[config.mk]
export PLATFORM = sky130hd
export DESIGN_NAME = din_debouncer
export DESIGN_NICKNAME = d
export VERILOG_FILES = /design/src/rtl/din_cond_pkg.sv /design/src/rtl/sync_ff_chain.sv /design/src/rtl/din_debouncer.sv
export SDC_FILE = /design/constraint.sdc
export NUM_CORES = 1
export LEC_CHECK = 0
export ABC_AREA = 1
export CORE_MARGIN = 2
export CORE_UTILIZATION = 54
export CTS_CLUSTER_DIAMETER = 120
export DETAILED_ROUTE_END_ITERATION = 10
export GPL_ROUTABILITY_DRIVEN = 0
export HOLD_SLACK_MARGIN = 0.1
export PLACE_DENSITY_LB_ADDON = 0.12
export SETUP_SLACK_MARGIN = 0.5
export SLEW_MARGIN = 20
export SYNTH_ARGS = -nofsm -noshare
export SYNTH_HDL_FRONTEND = slang
export SYNTH_HIERARCHICAL = 1
export SYNTH_SLANG_ARGS = --single-unit
[constraint.sdc]
create_clock -name clk -period 1.5 [get_ports clk]
set_input_delay 0.3 -clock clk [delete_from_list [all_inputs] [get_ports clk]]
set_output_delay 0.3 -clock clk [all_outputs]
set_load 0.02 [all_outputs]
[src/rtl/din_cond_pkg.sv]
// Shared definitions for the input-conditioning blocks: debouncer FSM encoding and defaults.
package din_cond_pkg;

  typedef enum logic [1:0] {
    IDLE_LO = 2'd0,
    WAIT_HI = 2'd1,
    IDLE_HI = 2'd2,
    WAIT_LO = 2'd3
  } din_state_e;

  localparam int unsigned DEBOUNCE_CYCLES_DEFAULT = 1000;

endpackage : din_cond_pkg

[src/rtl/sync_ff_chain.sv]
// Multi-flop synchroniser bringing an asynchronous bit into the clk domain.
module sync_ff_chain #(
  parameter int unsigned STAGES = 2
) (
  input  logic clk,
  input  logic rst_n,
  input  logic d,
  output logic q
);

  logic [STAGES-1:0] chain_q;
  logic [STAGES-1:0] chain_d;

  always_comb begin
    chain_d = {chain_q[STAGES-2:0], d};
  end

  always_ff @(posedge clk) begin
    if (!rst_n) begin
      chain_q <= '0;
    end else begin
      chain_q <= chain_d;
    end
  end

  assign q = chain_q[STAGES-1];

endmodule : sync_ff_chain

[src/rtl/din_debouncer.sv]
// Synchronise and debounce a raw input; emit a clean level, edge strobes and a busy flag.
module din_debouncer
  import din_cond_pkg::*;
#(
  parameter int unsigned SYNC_STAGES     = 2,
  parameter int unsigned DEBOUNCE_CYCLES = DEBOUNCE_CYCLES_DEFAULT
) (
  input  logic clk,
  input  logic rst_n,
  input  logic din_raw,
  output logic dout,
  output logic rise,
  output logic fall,
  output logic busy
);

  localparam int unsigned CNT_W = $clog2(DEBOUNCE_CYCLES + 1);
  localparam logic [CNT_W-1:0] CNT_MAX = CNT_W'(DEBOUNCE_CYCLES);

  logic din_s;

  din_state_e       state_q, state_d;
  logic [CNT_W-1:0] cnt_q, cnt_d;
  logic             dout_q, dout_d;
  logic             rise_q, rise_d;
  logic             fall_q, fall_d;
  logic             busy_q, busy_d;

  sync_ff_chain #(
    .STAGES (SYNC_STAGES)
  ) u_sync (
    .clk   (clk),
    .rst_n (rst_n),
    .d     (din_raw),
    .q     (din_s)
  );

  // A candidate level must be seen DEBOUNCE_CYCLES+1 consecutive cycles before it is accepted.
  always_comb begin
    state_d = state_q;
    cnt_d   = '0;
    dout_d  = dout_q;
    rise_d  = 1'b0;
    fall_d  = 1'b0;
    unique case (state_q)
      IDLE_LO: begin
        if (din_s) begin
          state_d = WAIT_HI;
          cnt_d   = CNT_W'(1);
        end
      end
      WAIT_HI: begin
        if (!din_s) begin
          state_d = IDLE_LO;
        end else if (cnt_q == CNT_MAX) begin
          state_d = IDLE_HI;
          dout_d  = 1'b1;
          rise_d  = 1'b1;
        end else begin
          cnt_d = cnt_q + CNT_W'(1);
        end
      end
      IDLE_HI: begin
        if (!din_s) begin
          state_d = WAIT_LO;
          cnt_d   = CNT_W'(1);
        end
      end
      WAIT_LO: begin
        if (din_s) begin
          state_d = IDLE_HI;
        end else if (cnt_q == CNT_MAX) begin
          state_d = IDLE_LO;
          dout_d  = 1'b0;
          fall_d  = 1'b1;
        end else begin
          cnt_d = cnt_q + CNT_W'(1);
        end
      end
      default: begin
        state_d = IDLE_LO;
      end
    endcase
    busy_d = (state_d == WAIT_HI) || (state_d == WAIT_LO);
  end

  always_ff @(posedge clk) begin
    if (!rst_n) begin
      state_q <= IDLE_LO;
      cnt_q   <= '0;
      dout_q  <= 1'b0;
      rise_q  <= 1'b0;
      fall_q  <= 1'b0;
      busy_q  <= 1'b0;
    end else begin
      state_q <= state_d;
      cnt_q   <= cnt_d;
      dout_q  <= dout_d;
      rise_q  <= rise_d;
      fall_q  <= fall_d;
      busy_q  <= busy_d;
    end
  end

  assign dout = dout_q;
  assign rise = rise_q;
  assign fall = fall_q;
  assign busy = busy_q;

endmodule : din_debouncer

==> results of run 1 <==
==> layout make-up <==
cell class / count / area [um2] / area share (%)
clock buffers: 3 / 22.5 / 2.11
clock inverters: 1 / 5.00 / 0.469
inverters: 20 / 77.6 / 7.27
multi-input cells: 76 / 482 / 45.1
flip-flops and latches: 17 / 354 / 33.2
well taps: 16 / 20.0 / 1.88
repair buffers: 12 / 106 / 9.96
==> worst paths after layout <==
kind	start	endpoint	slack (ns)	cells after the start
max reg2reg	cnt_q[0]	cnt_q[2]	0.27	9
max	cnt_q[0]	cnt_q[2]	0.27	9
min	u_sync/chain_q[0]	u_sync/chain_q[1]	0.42	2
min reg2reg	u_sync/chain_q[0]	u_sync/chain_q[1]	0.42	2
==> power groups by stage <==
stage / Clock [mW] / Combinational, mW / Sequential, mW
6_report: 0.242 / 0.0309 / 0.455
3_5_place_dp: 0 / 0.0266 / 0.468
3_3_place_gp: 0 / 0.0259 / 0.468
4_1_cts: 0.251 / 0.0299 / 0.456
2_1_floorplan: 0 / 0.0107 / 0.469
5_1_grt: 0.274 / 0.0342 / 0.456
==> cells by family after synthesis <==
logic type / synth area share, %
flip-flops: 40.9
buffers and inverters: 9.02
AO/OA/AOI/OAI: 2.56
AND/OR/NAND/NOR: 40.3
adder cells (fa/ha/maj): 3.01
XOR/XNOR: 4.21
==> cell usage after synthesis (all sizes together) <==
library cell | n | area, um2
xnor2 | 1 | 8.76
ha | 2 | 25.0
nand3 | 10 | 55.1
nor3b | 1 | 7.51
nand4 | 3 | 18.8
nor2 | 25 | 104
inv | 20 | 75.1
dfxtp | 17 | 340
xor2 | 3 | 26.3
nand2 | 26 | 113
nor3 | 3 | 37.5
a21oi | 2 | 21.3
==> cell usage in the layout (no fill, tap or decap), drive strengths merged, types with 2 or more instances in the layout <==
cell | synthesis | routed
ha | 2 | 2
clkdlybuf4s50 | 0 | 2
nand3 | 10 | 10
nand2 | 26 | 26
inv | 20 | 20
dfxtp | 17 | 17
nor3 | 3 | 3
xor2 | 3 | 3
a21oi | 2 | 2
clkbuf | 0 | 3
buf | 0 | 10
nor2 | 25 | 25
nand4 | 3 | 3
==> per-stage QoR <==
step           instances  setup slack, ns
2_1_floorplan        113            0.348
3_3_place_gp         137            0.160
3_5_place_dp         137            0.106
4_1_cts              145            0.255
5_1_grt              145            0.200
6_report             145            0.270
==> state kept, by name, summed over array words and instances, names as in the netlist <==
name,count
cnt_q,10
rise,1
u_sync/chain_q,2
dout,1
busy,1
fall,1
state_q,1
==> what timing repair did <==
action,4_1_cts,5_1_grt
pin swaps,7,11
endpoints found under the setup margin,19,19
resized for setup,28,14
hold buffers,0,0
setup buffers,4,0
==> per-layer routing <==
layer / part of all wire, % / wire, um / up-vias
li1: - / - / 380
met1: 50 / 751 / 290
met2: 48 / 723 / 4
met3: 1.6 / 24 / 2
met4: 0.86 / 13 / 0
met5: 0 / 0 / -
==> critical path, delay by kind of cell, from the launching register on <==
family / cells / cell delay (ns)
fa+ha+maj: 1 / 0.13
buf+inv: 2 / 0.11
flops: 1 / 0.38
simple gates: 6 / 0.50
==> metrics.md, run 1 <==
| Metric | Value |
|---|---|
| Die area | 1870 um2 |
| Fillers | 130 |
| Peak VDD IR | between 0.5 and 0.6 mV |
| RSZ-0062 raised after global routing | yes |
| GRT met3 Usage | under 10% |
| Final core utilization | between 70% and 80% |
| Port bufs | 6 |
| Worst Path Arrival | 1.41 ns |
| DR vias/cell | approximately 4.7 |
| Root buf cell | clkbuf_4 |
| Final worst-path cycle share | between 80% and 90% |
| Final #Nets | roughly 140 |
| DRT iter0 DRCs | 13 |
| Critical Path Sink Type | flop |
| Leak | 0.446 nW |
| Synthesized area per cell | ~7.4 um2 |
| Initial Util | 56.5% |
| Pin count of the biggest net entering global routing | 11 |
| Post-route cell area | ~1100 um2 |
| Met2 usage | 29.9% |
| Later-pin clock latency in the skew report | about 0.28 ns |
| Max incr delay on CP | about 0.38 ns |
| Routed wire length | 1.51 mm |
| Fin. max-slew vios | 0 |
| Syn Std Cell Area | 832 um2 |
| Io pins | 7 |
| Antenna Violating Nets Remaining | 0 |
| Cell variety after synth | 20 |
| Slew HR | about four fifths |
| Synth Register Bits | 17 |
| Vias in the first global route | approximately 650 |
| Wire length per cell | approximately 10 um |
| Core box area | between 1000 and 1500 um2 |
| Syn Nets | between 100 and 150 |
| Site Rows | 14 |
| Tot Pwr | approximately 0.73 mW |
| 1st-pass router iterations | 4 |
| Final worst path period need | between 1 and 1.5 ns |
| Critical Path RT | 1.68 ns |
| Final Skew | around 0.00060 ns |
| Least-Margin Pin Slew | between 0.2 and 0.3 ns |
| Gr ovfl total | 0 |
| Clock tree from TritonCTS | built |
| Global Route Usage Sum | 19.2% |
| Routed vias | just under 700 |
| PD cells | between 600 and 700 nW/um2 |
| Die width | between 40 and 50 um |
| Max Fanout on Critical Path | 5 |
| Sw Pwr | roughly 0.16 mW |
| Hold Violations, Final | 0 |
| Top Usage Layer GRT | met2 |
| Max Freq | about 800 MHz |
| WS Path Type | reg -> reg |
| Clock sink total | 17 |
| Slowest cell on the critical path | dfxtp_4 |
| Synthesis-to-finish area growth | 28.3% |
| Clock power share | between 30% and 40% |
| Ant diodes | 0 |
| Die extent in y | approximately 43 um |
| Sequential area share after synthesis | a little over 40% |
| Internal | between 0.5 and 0.6 mW |
| # DRC | 0 |
| Run status | complete, no violations |
| Syn Inst Count | ~110 |
| CTS H-tree depth | 1 |
| Detailed Place HPWL | approximately 1.1 mm |
| Logic pwr share | under 10% |
| First-pass GRT wire length | roughly 2.7 mm |
| Reg clk slew, reported paths | around 0.1 ns |
| Layout cell share with drive strength beyond 1 | a little over a third |
| Number of max-cap violations | 0 |
| CTS Buffer Depth | 2 |
| Final TNS setup | 0 ns |
| Met1 GRT Util | 26.0% |
| Setup violations, final | 0 |
| Hold WS | between 0.4 and 0.5 ns |
| Num CTS Buffers | 3 |
| CP Launch Type | flop |
| Sequential share of power | a little over three fifths |
| Initial antenna violation count | 0 |
| Ys Warns | 6 |
| Crit-path cells | inv_4 -> ha_4 -> nand2_2 -> inv_2 -> nand2_2 -> nor2_4 -> nand2_4 -> nand2_4 -> nor2_1 |
| Min-delay worst type | reg -> reg |
| Switching Fraction | between 20% and 30% |
| Dpl cell area | 961 um2 |
Note: power is estimated with default switching activity, not from simulation.
==> inputs of run 2 (changes only) <==
==> constraint.sdc (replaced) <==
create_clock -name clk -period 1.2 [get_ports clk]
set_input_delay 0.24 -clock clk [delete_from_list [all_inputs] [get_ports clk]]
set_output_delay 0.24 -clock clk [all_outputs]
set_load 0.02 [all_outputs]
==> run 2 against run 1 <==
  * The flow now finishes with violations (negative setup slack)
  * Wire length grew 6.7%
  * Combinational power up 30%
  * Utilization grew 0.17 points
  * Fmax down 0.54%
  * Cell area increased by 0.24%
  * Sequential power grew 26%
  * First-iteration DRC count grew 7.7%
  * Final cell count increased by 1.4%
  * Register-to-register slack got worse by 0.31 ns
  * Worst setup slack got worse by 0.31 ns
  * Highest routed layer unchanged
==> metrics.md, run 2 (synthesized netlist as in run 1, its figures left out) <==
| Metric | Value |
|---|---|
| CTS H-tree depth | 1 (unchanged) |
| Clock tree from TritonCTS | built |
| Peak VDD IR | 0.585 mV (+4.0%) |
| Layout cell share with drive strength beyond 1 | 38.2% (+3.3 points) |
| Routed vias | 726 (+7.4%) |
| Top reg by flops | cnt_q |
| Critical Path RT | 1.40 ns (-0.28 ns) |
| Tot Pwr | 0.927 mW (+27%) |
| Min-delay worst type | in -> reg |
| DRT iter0 DRCs | 14 (+1) |
| Switching Fraction | 23.1% (+0.93 points) |
| Root buf cell | clkbuf_4 |
| Final #Nets | 137 (+1.5%) |
| Critical Path Sink Type | flop |
| Worst Path Arrival | 1.44 ns (+0.03 ns) |
| 1st-pass router iterations | 4 (unchanged) |
| Detailed Place HPWL | 1.26 mm (+13%) |
| Setup violations, final | 5 (+5) |
| Clock sink total | 17 (unchanged) |
| Clock power share | 34.0% (+0.7 points) |
| Fillers | 125 (-3.8%) |
| Number of max-cap violations | 0 (unchanged) |
| Global Route Usage Sum | 20.0% (+0.86 points) |
| Slew HR | 80.6% (+0.19 points) |
| Sequential share of power | 61.7% (-0.8 points) |
| Sw Pwr | 0.214 mW (+33%) |
| Pin count of the biggest net entering global routing | 11 (unchanged) |
| Io pins | 7 (unchanged) |
| Ant diodes | 0 (unchanged) |
| Flop2flop setup slack | -0.04 ns (-0.31 ns) |
| Die width | 43.3 um (unchanged) |
| Fin. max-slew vios | 0 (unchanged) |
| RSZ-0062 raised after global routing | yes |
| Max Freq | 809 MHz (-0.54%) |
| First-pass GRT wire length | 2.79 mm (+3.8%) |
| Max Fanout on Critical Path | 4 (-1) |
| Worst r2r src | cnt_q[0] |
| Run status | complete, but fails checks |
| Core box area | 1470 um2 (unchanged) |
| Num CTS Buffers | 3 (unchanged) |
| Initial Util | 56.5% (unchanged) |
| Failing checks | negative setup slack |
| Final worst-path cycle share | 103% (+21 points) |
| Final TNS setup | -0.0743 ns (-0.0743 ns) |
| Antenna Violating Nets Remaining | 0 (unchanged) |
| Setup ws final | -0.0365 ns (-0.307 ns) |
| Wire length per cell | 11.0 um (+5.3%) |
| Die area | 1870 um2 (unchanged) |
| Final Skew | 0.00578 ns (+0.00518 ns) |
| Later-pin clock latency in the skew report | 0.30 ns (+0.02 ns) |
| Dpl cells | 142 (+3.6%) |
| Commonest non-fill, non-tap cell in the layout | nand2_1 |
| Synthesis-to-finish area growth | 28.6% |
| Most frequent cells in the layout | nand2_1, nor2_1, inv_1, dfxtp_1, buf_4 |
| WS Path Type | reg -> reg |
| Max reg flops | 10 (unchanged) |
| Initial antenna violation count | 0 (unchanged) |
| Port bufs | 6 (unchanged) |
| DR vias/cell | 4.94 (+5.9%) |
| Routed wire length | 1.62 mm (+6.7%) |
| # DRC | 0 (unchanged) |
| PD cells | 867 nW/um2 (+27%) |
| Internal | 0.713 mW (+26%) |
| Gr ovfl total | 0 (unchanged) |
| Hold Violations, Final | 0 (unchanged) |
| Reg clk slew, reported paths | 0.10 ns (about the same) |
| CTS Buffer Depth | 2 (unchanged) |
| Critical Path Source | cnt_q[0] |
| Leak | 0.460 nW (+3.0%) |
| Non-Filler Instances | 147 (+1.4%) |
| Final worst path period need | 1.24 ns (+0.00672 ns) |
| CP Launch Type | flop |
| Vias in the first global route | 689 (+5.8%) |
| Site Rows | 14 (unchanged) |
| Least-Margin Pin Slew | 0.290 ns (-0.00282 ns) |
| Hold WS | 0.418 ns (-0.00301 ns) |
| Hold_sp | rst_n |
| Logic pwr share | 4.3% (about the same) |
| Die extent in y | 43.3 um (unchanged) |
| Largest registers | cnt_q x10, u_sync/chain_q x2 |
run 2: per-stage QoR:
step	util [%]	setup slack [ns]	instance area (um2)
floorplan	-	0.0516	867
global placement	67.9	-0.0785	1000
detailed placement	67.9	-0.103	1000
CTS	71.2	-0.0313	1050
global route	72.7	-0.127	1070
finish	72.7	-0.0365	1070
run 2: final timing paths:
path                                     endpoint  cells after the start
worst min-delay path            u_sync/chain_q[1]                      4
worst max-delay path                         dout                      9
worst min register to register  u_sync/chain_q[1]                      2
worst max register to register               dout                      9
run 2: repair_timing:
item	in CTS	in global routing
hold buffers	0	0
pin swaps	2	8
setup buffers	1	0
resized for setup	26	15
endpoints found under the setup margin	21	19
run 2: final cells by class:
cell class	instances	area (um2)	share of cell area, %
Tap cell	16	20.0	1.87
Clock inverter	1	5.00	0.468
Sequential cell	17	349	32.6
Timing Repair Buffer	14	124	11.6
Multi-Input combinational cell	76	474	44.3
Inverter	20	75.1	7.02
Clock buffer	3	22.5	2.11
run 2: critical path, stage by stage (launching register included):
cell and delay, ns:
dfxtp_2 0.35, inv_2 0.07, ha_4 0.14, nand2_2 0.05, inv_2 0.05, nand2_2 0.05
nor2_4 0.14, nand4_1 0.15, nand2_1 0.10, nor2_1 0.04
run 2: power groups by stage:
stage | registers [mW] | logic (mW) | clock network, mW
floorplan | 0.587 | 0.0134 | 0
global placement | 0.585 | 0.0351 | 0
detailed placement | 0.585 | 0.0365 | 0
CTS | 0.572 | 0.0386 | 0.316
global route | 0.573 | 0.0444 | 0.338
finish | 0.572 | 0.0402 | 0.315
run 2: metal layers:
layer / vias to the layer above / wire (um) / GRT usage (%)
met1: 314 / 681 / 24.1
met2: 23 / 801 / 34.0
li1: 384 / - / -
met3: 5 / 99 / 3.83
met4: 0 / 31 / 9.09
met5: - / 0 / 0
==> inputs of run 3 (changes only) <==
--- a/config.mk
+++ b/config.mk
@@ -9,6 +9,7 @@
 export CORE_MARGIN = 2
 export CORE_UTILIZATION = 54
 export CTS_CLUSTER_DIAMETER = 120
+export CTS_CLUSTER_SIZE = 10
 export DETAILED_ROUTE_END_ITERATION = 10
 export GPL_ROUTABILITY_DRIVEN = 0
 export HOLD_SLACK_MARGIN = 0.1
==> results of run 3 <==
Same layout as run 2: the final DEF is identical, and so are final timing and power.
